[config.mk]
export PLATFORM = sky130hd
export DESIGN_NAME = uart_tx_framer
export DESIGN_NICKNAME = d
export VERILOG_FILES = /design/src/rtl/uart_tx_framer.sv
export SDC_FILE = /design/constraint.sdc
export NUM_CORES = 1
export LEC_CHECK = 0
export BUFFER_PORTS_ARGS = -buffer_cell sky130_fd_sc_hd__buf_4
export CORE_MARGIN = 3
export CORE_UTILIZATION = 35
export CTS_BUF_LIST = sky130_fd_sc_hd__clkbuf_16
export DETAILED_ROUTE_END_ITERATION = 10
export SYNTH_ARGS = -nofsm -noshare
export SYNTH_HDL_FRONTEND = slang
export SYNTH_SLANG_ARGS = --single-unit
[constraint.sdc]
create_clock -name clk_50M -period 5.1 [get_ports clk_50M]
set_clock_uncertainty 0.05 [all_clocks]
set_input_delay 0.51 -clock clk_50M [delete_from_list [all_inputs] [get_ports clk_50M]]
set_output_delay 0.51 -clock clk_50M [all_outputs]
set_load 0.1 [all_outputs]
[src/rtl/uart_tx_framer.sv]
// rtl/uart_tx_framer.sv - byte-to-serial UART framer (8N1/8N2) paced by an external baud square wave
// One-byte holding register in front of a start/data/stop shifter; all timing comes from baud_clk rising edges.
module uart_tx_framer #(
  parameter int STOP_BITS = 1
) (
  input  logic       clk_50M,
  input  logic       rst,
  input  logic       baud_clk,
  input  logic [7:0] tx_data,
  input  logic       tx_valid,
  output logic       tx_ready,
  output logic       tx,
  output logic       busy
);

  typedef enum logic [1:0] {IDLE, START, DATA, STOP} state_t;

  localparam logic STOP_LAST = (STOP_BITS == 2) ? 1'b1 : 1'b0;

  state_t      state;
  logic        sync1;
  logic        sync2;
  logic        prev;
  logic [1:0]  settle;
  logic        baud_tick;
  logic        accept;
  logic [7:0]  hold;
  logic        hold_full;
  logic [7:0]  shift;
  logic [2:0]  bit_cnt;
  logic        stop_cnt;

  assign baud_tick = sync2 & ~prev;
  assign accept    = tx_valid & tx_ready;

  always_ff @(posedge clk_50M or posedge rst) begin
    if (rst) begin
      state     <= IDLE;
      sync1     <= 1'b0;
      sync2     <= 1'b0;
      prev      <= 1'b1;
      settle    <= 2'b00;
      hold      <= 8'h00;
      hold_full <= 1'b0;
      shift     <= 8'h00;
      bit_cnt   <= 3'd0;
      stop_cnt  <= 1'b0;
      tx        <= 1'b1;
      busy      <= 1'b0;
      tx_ready  <= 1'b1;
    end else begin
      sync1  <= baud_clk;
      sync2  <= sync1;
      // prev stays high until sync2 carries a post-reset sample, so a level
      // that was already high at release never looks like a rising edge
      settle <= {settle[0], 1'b1};
      prev   <= settle[1] ? sync2 : 1'b1;

      if (accept) begin
        hold      <= tx_data;
        hold_full <= 1'b1;
        tx_ready  <= 1'b0;
      end

      if (baud_tick) begin
        case (state)
          IDLE: begin
            if (hold_full) begin
              tx        <= 1'b0;
              shift     <= hold;
              hold_full <= 1'b0;
              tx_ready  <= 1'b1;
              busy      <= 1'b1;
              state     <= START;
            end else begin
              tx <= 1'b1;
            end
          end
          START: begin
            tx      <= shift[0];
            bit_cnt <= 3'd0;
            state   <= DATA;
          end
          DATA: begin
            if (bit_cnt != 3'd7) begin
              shift   <= {1'b0, shift[7:1]};
              tx      <= shift[1];
              bit_cnt <= bit_cnt + 3'd1;
            end else begin
              tx       <= 1'b1;
              stop_cnt <= 1'b0;
              state    <= STOP;
            end
          end
          STOP: begin
            if (stop_cnt != STOP_LAST) begin
              stop_cnt <= 1'b1;
            end else if (hold_full) begin
              // chain straight into the next start bit with no idle gap
              tx        <= 1'b0;
              shift     <= hold;
              hold_full <= 1'b0;
              tx_ready  <= 1'b1;
              state     <= START;
            end else begin
              busy  <= 1'b0;
              state <= IDLE;
            end
          end
          default: begin
            state <= IDLE;
          end
        endcase
      end
    end
  end

endmodule

==> flow_summary.yaml <==
critical_path:
  worstSetupEndpointType: "flop"
  critical_path.top_delay_family: "adder cells"
  worstPathCellList: "inv_1, ha_1, nor2_1, a2111o_1, mux2_4"
  r2r_start: "state[0]"
  cpMaxStageDelayCell: "sky130_fd_sc_hd__ha_1"
  critPathArrivalTime_ns: 2.34
  critPathRequiredTime_ns: 5.21
  critical_path.n_buffers_inverters: 1
  critical_path_source_type: "flop"
  startpoint: "state[0]"
  crit_fanout: 15
  critPathMaxStageDelay_ns: 0.52
  worstSetupPathType: "reg2reg"
timing:
  timing.final.hold_violations: 0
  timing.final.crit_share: 0.4370
  final.setup.worst_slack_ns: 2.871
  timing.final.max_slew_violations: 0
  final.setup.tns_ns: 0
  max-slew-margin-rel: 0.2632
  fmaxAchievable_mhz: 448.7
  rsz_0062_raised_after_global_routing: "no"
  timing_worst_slew_pin_value_ns: 1.104
  setup_viol_count_final: 0
  layout_min_cycle_time_ns: 2.229
floorplanning:
  rows: 22
  fp.dieW_um: 70.40
  num_io_pins: 15
  core_region_area_mm2: 0.003826
  die_area_mm2: 0.004955
  initial_utilization: 0.3793
  die-height_um: 70.40
cts:
  post-cts-setup-buffers: 0
  cts.repair.resized: 0
  cts.reportedPaths.clkPinSlew_ns: 0.05
  cts.sinks: 30
  postCtsHoldBufs: 0
  cts_tree: "yes"
  clock_latency_ns: 0.28
  clock-root-buffer: "sky130_fd_sc_hd__clkbuf_16"
  cts-root-to-sink-buffers: 2
  cts_buffers: 5
  cts.htree.levels: 2
outcome:
  status: "finished, final reports clean"
synthesis:
  ys_seq_area_frac: 0.5198
  synth_async_sr_flop_share: 1.000
  syn-num-nets: 129
  yosys_warnings: 0
  dominantRegCellSynth: "sky130_fd_sc_hd__dfrtp_1"
  syn-cell-area_mm2: 0.001451
  postSynthCellCount: 110
  syn-mean-instance-area_um2: 13.19
  yosys.cell_types.count: 30
  ys_ff_latch: 30
  synth_enable_flop_cells: 0
run:
  max_cap_violation_count: 0
routing:
  wl_um: 2486
  route.vias.total: 884
  detail_route.iter0.violations: 32
  post_route_drc: 0
  post_drt_via_cell_ratio: 5.023
  detailedRoute.firstPassIterationCount: 4
  antenna_violating_nets_post_route: 0
  wire_per_inst_um: 14.13
power:
  power_w: 0.001005
  power.density_cell_area_mw_per_mm2: 582.7
  vdd.ir_drop.worst_uv: 249.7
  leakage_nw: 0.7895
layout:
  final_layout_size_suffix_gt1_frac: 0.3828
  antenna_cells: 0
  final_design_area_no_fill_mm2: 0.001725
  synthToLayoutAreaGrowth_pct: 18.88
  layout.filler_cells: 336
  post-route-util: 0.4509
  nNetsFinal: 146
place:
  preCtsSetupSlack_ns: 2.848
  routabilityCongestion: 0.7671
  port_buffers: 14
  dpl-instance-area_mm2: 0.001584
  dp.final_hpwl_um: 1767
global_route:
  grt_overflow_total: 0
  via_count_of_the_first_global_routing_pass: 949
  first_pass_grt_wire_length_um: 4395
  grt_antenna_before_repair: 0
  grt_max_degree: 31
  grtUsageTotal: 0.1158
worst_hold_path:
  hp-class: "in2reg"
  startpoint_of_the_worst_hold_path: "baud_clk"
[layout make-up]
type                       instances  area [µm²]  share of cell area
timing repair buffer              14       105.1             0.06091
clock inverter                     3       16.27            0.009427
inverter                           7       26.28             0.01523
clock buffer                       5       125.1             0.07252
multi-input combinational         69       638.1              0.3698
tap                               48       60.06             0.03481
sequential                        30       754.5              0.4373
[flip-flops by register name, indices dropped and copies added (netlist names), 2 cells and up]
signal	flops
state	2
settle	2
hold	8
shift	8
bit_cnt	3
[metrics by stage]
step           std cells  hold slack (ns)
2_1_floorplan        110           0.2812
3_3_place_gp         168           0.2825
3_5_place_dp         168           0.2856
4_1_cts              176           0.2852
5_1_grt              176           0.2826
6_report             176           0.2901
[kinds of logic (layout without fill, tap and decap cells)]
family                   count (synthesis)  count (layout)  share of synthesized area
AND/OR/NAND/NOR                         17              17                    0.07068
other                                    1               1                   0.002584
multiplexers                            24              24                     0.2069
buffers and inverters                   11              29                    0.04052
flip-flops                              30              30                     0.5198
AO/OA/AOI/OAI                           20              20                    0.09915
adder cells (fa/ha/maj)                  7               7                    0.06034
[cells in the final DEF, fill, tap and decap left out]
cell,n
sky130_fd_sc_hd__nand3_1,1
sky130_fd_sc_hd__o2111ai_1,1
sky130_fd_sc_hd__clkinv_1,1
sky130_fd_sc_hd__o41ai_1,1
sky130_fd_sc_hd__and2_1,1
sky130_fd_sc_hd__a31oi_1,1
sky130_fd_sc_hd__clkinvlp_4,1
sky130_fd_sc_hd__a2111o_1,1
sky130_fd_sc_hd__a22o_1,1
sky130_fd_sc_hd__inv_1,7
sky130_fd_sc_hd__nand2b_4,1
sky130_fd_sc_hd__dfstp_2,3
sky130_fd_sc_hd__clkinv_2,1
sky130_fd_sc_hd__o21ai_0,5
sky130_fd_sc_hd__a21oi_1,2
sky130_fd_sc_hd__mux2_2,16
sky130_fd_sc_hd__a22oi_1,1
sky130_fd_sc_hd__conb_1,1
sky130_fd_sc_hd__o2bb2ai_1,2
sky130_fd_sc_hd__a211o_1,1
sky130_fd_sc_hd__buf_4,14
sky130_fd_sc_hd__o32ai_1,1
sky130_fd_sc_hd__nand2_1,3
sky130_fd_sc_hd__nor2_1,3
sky130_fd_sc_hd__nor4b_1,1
sky130_fd_sc_hd__o31ai_1,3
sky130_fd_sc_hd__nand2b_1,2
sky130_fd_sc_hd__clkbuf_16,5
sky130_fd_sc_hd__and3b_1,1
sky130_fd_sc_hd__mux2_4,8
sky130_fd_sc_hd__dfrtp_1,27
sky130_fd_sc_hd__nor2b_1,4
sky130_fd_sc_hd__ha_1,7
[worst reg2reg max path: stages, from the launching register on]
cell and delay, ns:
sky130_fd_sc_hd__dfrtp_1 0.44, sky130_fd_sc_hd__inv_1 0.11, sky130_fd_sc_hd__ha_1 0.52, sky130_fd_sc_hd__nor2_1 0.10, sky130_fd_sc_hd__a2111o_1 0.52, sky130_fd_sc_hd__mux2_4 0.37
[worst paths after layout]
check | cells after the start | slack, ns | end
min in group asynchronous | 2 | 0.47 | hold[2]
worst min register to register | 0 | 0.29 | sync2
worst max-delay path | 5 | 2.87 | shift[6]
max in group asynchronous | 2 | 3.86 | hold_full
worst min-delay path | 1 | 0.29 | sync1
worst max register to register | 5 | 2.87 | shift[6]
[power by group]
group | internal, W | switching, W
Combinational | 0.000175 | 0.000154
Sequential | 0.000331 | 0.0000666
Clock | 0.000178 | 0.000102
[metal layers]
layer | track usage | part of all wire | vias up
li1 | - | - | 424
met1 | 0.1371 | 0.45 | 429
met2 | 0.1746 | 0.46 | 21
met3 | 0.05468 | 0.060 | 10
met4 | 0.05745 | 0.030 | 0
met5 | 0 | 0 | -
[synthesized netlist by cell type (all sizes together) (2+ instances only)]
library cell / n / area, µm²
a21oi: 2 / 10.01
buf: 4 / 32.53
dfrtp: 27 / 675.7
dfstp: 3 / 78.83
ha: 7 / 87.58
inv: 7 / 26.28
mux2: 24 / 300.3
nand2: 3 / 11.26
nand2b: 3 / 26.27
nor2: 3 / 11.26
nor2b: 4 / 25.02
o21ai: 5 / 25.02
o2bb2ai: 2 / 17.52
o31ai: 3 / 22.52
(Power assumes the default switching activity.)
